### src/rtl/mem_port_arbiter.sv
// Single-port unified memory arbiter between the IF fetch port and the MEM load/store port.
// Define MEM_ARB_TIMEOUT_EN to compile in the BUSY-state watchdog (TIMEOUT cycles, sticky bus_err).
module mem_port_arbiter #(
    parameter int unsigned MAX_DSTREAK = 4,
    parameter int unsigned TIMEOUT     = 64
) (
    input  logic        clk,
    input  logic        rst,
    input  logic        if_req,
    input  logic [31:0] if_addr,
    output logic        if_gnt,
    output logic        if_rvalid,
    output logic [31:0] if_rdata,
    input  logic        if_flush,
    input  logic        d_req,
    input  logic        d_we,
    input  logic [31:0] d_addr,
    input  logic [31:0] d_wdata,
    input  logic [3:0]  d_strb,
    output logic        d_gnt,
    output logic        d_rvalid,
    output logic [31:0] d_rdata,
    output logic        mem_req,
    output logic        mem_we,
    output logic [31:0] mem_addr,
    output logic [31:0] mem_wdata,
    output logic [3:0]  mem_strb,
    input  logic        mem_ack,
    input  logic [31:0] mem_rdata,
    output logic        mem_busy,
    output logic        bus_err
);

    typedef enum logic [1:0] {IDLE, IBUSY, DBUSY} state_e;

    localparam logic [31:0] AbortData = 32'hDEAD_BEEF;
    localparam logic [3:0]  StreakMax = 4'(MAX_DSTREAK);

    state_e      state_q;
    logic [3:0]  dstreak_q;
    logic        drop_q;
    logic        memReq_q;
    logic        memWe_q;
    logic [31:0] memAddr_q;
    logic [31:0] memWdata_q;
    logic [3:0]  memStrb_q;
    logic        ifRvalid_q;
    logic [31:0] ifRdata_q;
    logic        dRvalid_q;
    logic [31:0] dRdata_q;

    logic        streakFull;
    logic        grantI;
    logic        grantD;
    logic        tmoHit;
    logic        finish;

    // Data wins contention until it has taken MAX_DSTREAK contended grants in a row.
    assign streakFull = (dstreak_q == StreakMax);

    always_comb begin
        grantI = 1'b0;
        grantD = 1'b0;
        if (state_q == IDLE) begin
            if (d_req && !(if_req && streakFull)) begin
                grantD = 1'b1;
            end else if (if_req) begin
                grantI = 1'b1;
            end
        end
    end

`ifdef MEM_ARB_TIMEOUT_EN
    localparam int unsigned TmoW = (TIMEOUT > 1) ? $clog2(TIMEOUT + 1) : 1;

    logic [TmoW-1:0] tmoCnt_q;
    logic            busErr_q;

    assign tmoHit = (state_q != IDLE) && !mem_ack && (tmoCnt_q == TmoW'(TIMEOUT - 1));

    always_ff @(posedge clk) begin
        if (rst) begin
            tmoCnt_q <= '0;
            busErr_q <= 1'b0;
        end else begin
            if (state_q == IDLE) begin
                tmoCnt_q <= '0;
            end else begin
                tmoCnt_q <= tmoCnt_q + TmoW'(1);
            end
            if (tmoHit) begin
                busErr_q <= 1'b1;
            end
        end
    end

    assign bus_err = busErr_q;
`else
    // Without the watchdog TIMEOUT has no effect; the FSM waits for mem_ack forever.
    if (TIMEOUT == 0) begin : g_timeoutUnused
    end

    assign tmoHit  = 1'b0;
    assign bus_err = 1'b0;
`endif

    assign finish = mem_ack || tmoHit;

    always_ff @(posedge clk) begin
        if (rst) begin
            state_q    <= IDLE;
            dstreak_q  <= '0;
            drop_q     <= 1'b0;
            memReq_q   <= 1'b0;
            memWe_q    <= 1'b0;
            memAddr_q  <= '0;
            memWdata_q <= '0;
            memStrb_q  <= '0;
            ifRvalid_q <= 1'b0;
            ifRdata_q  <= '0;
            dRvalid_q  <= 1'b0;
            dRdata_q   <= '0;
        end else begin
            ifRvalid_q <= 1'b0;
            dRvalid_q  <= 1'b0;
            case (state_q)
                IDLE: begin
                    drop_q <= 1'b0;
                    if (grantD) begin
                        state_q    <= DBUSY;
                        memReq_q   <= 1'b1;
                        memWe_q    <= d_we;
                        memAddr_q  <= d_addr;
                        memWdata_q <= d_we ? d_wdata : '0;
                        memStrb_q  <= d_strb;
                        if (if_req && !streakFull) begin
                            dstreak_q <= dstreak_q + 4'd1;
                        end
                    end else if (grantI) begin
                        state_q    <= IBUSY;
                        memReq_q   <= 1'b1;
                        memWe_q    <= 1'b0;
                        memAddr_q  <= if_addr & 32'hFFFF_FFFC;
                        memWdata_q <= '0;
                        memStrb_q  <= '0;
                        dstreak_q  <= '0;
                        drop_q     <= if_flush;
                    end
                end
                IBUSY: begin
                    if (finish) begin
                        state_q  <= IDLE;
                        memReq_q <= 1'b0;
                        drop_q   <= 1'b0;
                        // A flush arriving with the ack still discards the response.
                        if (!(drop_q || if_flush)) begin
                            ifRvalid_q <= 1'b1;
                            ifRdata_q  <= mem_ack ? mem_rdata : AbortData;
                        end
                    end else if (if_flush) begin
                        drop_q <= 1'b1;
                    end
                end
                DBUSY: begin
                    if (finish) begin
                        state_q   <= IDLE;
                        memReq_q  <= 1'b0;
                        dRvalid_q <= 1'b1;
                        if (!mem_ack) begin
                            dRdata_q <= AbortData;
                        end else begin
                            dRdata_q <= memWe_q ? 32'h0 : mem_rdata;
                        end
                    end
                end
                default: begin
                    state_q  <= IDLE;
                    memReq_q <= 1'b0;
                end
            endcase
        end
    end

    assign if_gnt    = grantI;
    assign d_gnt     = grantD;
    assign if_rvalid = ifRvalid_q;
    assign if_rdata  = ifRdata_q;
    assign d_rvalid  = dRvalid_q;
    assign d_rdata   = dRdata_q;
    assign mem_req   = memReq_q;
    assign mem_we    = memWe_q;
    assign mem_addr  = memAddr_q;
    assign mem_wdata = memWdata_q;
    assign mem_strb  = memStrb_q;
    assign mem_busy  = (state_q != IDLE);

endmodule

### config.mk
export PLATFORM = sky130hd
export DESIGN_NAME = mem_port_arbiter
export DESIGN_NICKNAME = d
export VERILOG_FILES = /design/src/rtl/mem_port_arbiter.sv
export SDC_FILE = /design/constraint.sdc
export NUM_CORES = 1
export LEC_CHECK = 0
export CORE_MARGIN = 5
export CORE_UTILIZATION = 43
export CTS_CLUSTER_DIAMETER = 30
export DETAILED_ROUTE_END_ITERATION = 8
export PLACE_DENSITY = 0.92
export SLEW_MARGIN = 20
export SYNTH_ARGS = -nofsm -noshare
export SYNTH_HDL_FRONTEND = slang
export SYNTH_SLANG_ARGS = --single-unit
### constraint.sdc
create_clock -name clk -period 2.9 [get_ports clk]
set_input_delay 0.58 -clock clk [delete_from_list [all_inputs] [get_ports clk]]
set_output_delay 0.58 -clock clk [all_outputs]
set_load 0.05 [all_outputs]
==> flow_summary.yaml <==
die:
  die_h_microns: 123
  initial_core_util_pct: 43.6
  die_area_sq_um: 15100
  die_w_microns: 123
  rows: 41
  ios: 279
  core_sq_um: 12600
timing:
  skew_ns: 0.0101
  maxSlewViolCount: 0
  setup_ws_ns: 0.109
  rsz0062_at_grt: "false"
  tns_ns: 0
  worst_pin_slew_ns: 0.796
  slew_headroom_pct: 46.9
  fin_crit_ns: 2.79
  fin_crit_sh_pct: 96.2
  setup_viol: 0
  max_freq_ghz: 0.358
  hold_violations: 0
power:
  power.density_nw_per_um2: 631
  leakagePower_nw: 3.15
  total_power_w: 0.00562
  ir_drop_uv: 610
route:
  drt_iter0_markers: 377
  wl_mm: 19.7
  num_vias: 5896
  drc: 0
  wire_per_inst_microns: 18.7
  ant_nets: 0
  firstDrtPassIters: 5
  vias_per_cell: 5.58
setup_path:
  crit_fanout: 11
  crit_path_start_kind: "register"
  crit_chain: "inv_1 > ha_1 > inv_1 > clkdlybuf4s50_1"
  crit_arrival_ns: 2.21
  crit_top_cell: "inv_1"
  cpPeakStageDelay_ns: 0.86
  cp_slowest_cell: "clkdlybuf4s50_1"
  cp.required_ns: 2.32
  endpoint_kind: "output port"
  ff2ff_setup_slack_ns: 0.85
  crit_type: "reg2out"
placement:
  dp_hpwl_mm: 13.4
  placed_cells: 1025
  dp_slack_ns: 0.391
  finalWeightedCongestion: 0.811
  port_buffers: 275
synth:
  synth_seq_cells: 143
  ys_seq_area_share_pct: 52.2
  syn_area_sq_um: 5490
  netlist_instances: 627
  syn-num-nets: 771
  ys_warn_count: 0
  synth-main-ff-cell: "dfxtp_1"
  synth_edf_count: 0
  yosysUniqueCellTypes: 41
  async_flop_share_pct: 0
  syn_area_per_cell_sq_um: 8.75
clock_network:
  clk_pin_slew_ns: 0.06
  cts_buffer_depth: 2
  cts_buffers: 17
  h-tree-depth: 4
  clock_sink_count: 143
  clock_latency_ns: 0.42
  hold_buffers: 0
  cts_tree: "yes"
  cts_resized: 0
  root_buffer: "clkbuf_16"
  post-cts-setup-buffer-count: 0
global_routing:
  track_usage_pct: 25.3
  grt_overflow: 0
  grt_max_degree: 66
  antenna_found_initial: 1
  grt_pass1_wl_mm: 29.7
  grt_pass1_vias: 5801
outcome:
  run_status: "finished, final reports clean"
final_layout:
  nets: 1016
  area_delta_synth_final_pct: 62.4
  drive_gt1_share_pct: 6.33
  antenna_cells: 0
  instances_no_fill: 1056
  fillers: 893
  mostFrequentLayoutCells: "clkdlybuf4s50_1 (272), dfxtp_1 (143), nand2_1 (103)"
  final_common_cell: "clkdlybuf4s50_1"
flow_run:
  drv_cap: 0
hold_path:
  hold_class: "reg2reg"
## Yosys cell counts (2+ instances only)
cell type	instances	share of area, %
a21oi_1	100	9.1
a22o_1	32	5.1
a31oi_1	30	3.4
a32oi_1	7	1.1
buf_1	6	0.41
buf_2	27	2.5
buf_4	4	0.55
buf_6	3	0.62
clkbuf_1	22	1.5
clkbuf_2	2	0.18
dfxtp_1	143	52
ha_1	5	1.1
inv_1	7	0.48
nand2_1	103	7.0
nand3_1	2	0.18
nand4_1	34	3.9
nor2_1	14	0.96
o21ai_0	56	5.1
o21ai_1	7	0.64
or3_1	2	0.23
## registers in the layout, indices dropped and copies added (netlist names)
| name | cells |
|---|---|
| d_rdata | 32 |
| d_rvalid | 1 |
| drop_q | 1 |
| dstreak_q | 4 |
| if_rdata | 32 |
| if_rvalid | 1 |
| mem_addr | 32 |
| mem_req | 1 |
| mem_strb | 4 |
| mem_wdata | 32 |
| mem_we | 1 |
| state_q | 2 |
## area by class of cell
type	instances	area [sq um]	share of cell area (%)
sequential	143	2860	32.1
inverter	7	26.3	0.295
clock buffer	22	474	5.32
clock inverter	9	133	1.49
timing repair buffer	291	2910	32.7
tap	172	215	2.42
multi-input combinational	412	2290	25.7
## worst max-delay path: cells and delay by family (launching register included)
family / cells / cell delay, ns
fa+ha+maj: 1 / 0.36
buf+inv: 3 / 1.08
flops: 1 / 0.36
## cell families (layout without fill, tap and decap cells)
logic type	count (synthesis)	in the layout	synth area share [%]
AO/OA/AOI/OAI	239	239	25.8
XOR/XNOR	1	1	0.160
adder cells (fa/ha/maj)	5	5	1.14
buffers and inverters	72	329	6.48
flip-flops	143	143	52.2
other	1	1	0.0684
AND/OR/NAND/NOR	166	166	14.2
## where the power goes
group	switching (W)	internal, W	leakage, nW
Sequential	0.0000601	0.00208	1.17
Clock	0.000836	0.00142	0.293
Combinational	0.000755	0.000477	1.70
Total	0.00165	0.00397	3.15
## per-layer routing
metal | track usage (%) | up-vias | wire length [microns]
li1 | - | 2743 | -
met1 | 25.8 | 2790 | 6770
met2 | 43.8 | 315 | 9970
met3 | 11.6 | 46 | 2370
met4 | 12.4 | 2 | 592
met5 | 0 | - | 17
## stage by stage
stage,instance area [sq um],hold WS (ns),util [%]
CTS,8910,0.450,70.9
finish,8910,0.449,70.9
detailed placement,8300,0.444,66.1
floorplan,5490,0.457,-
global route,8910,0.466,70.9
global placement,8300,0.438,66.1
## final timing paths
check / startpoint / cells past startpoint / endpoint
hold / removal: mem_wdata[29] / 2 / mem_wdata[29]
setup / recovery: state_q[0] / 4 / mem_busy
setup reg to reg: state_q[0] / 6 / mem_wdata[13]
hold reg to reg: mem_wdata[29] / 2 / mem_wdata[29]
No activity file was read; power rests on OpenSTA's default activity.
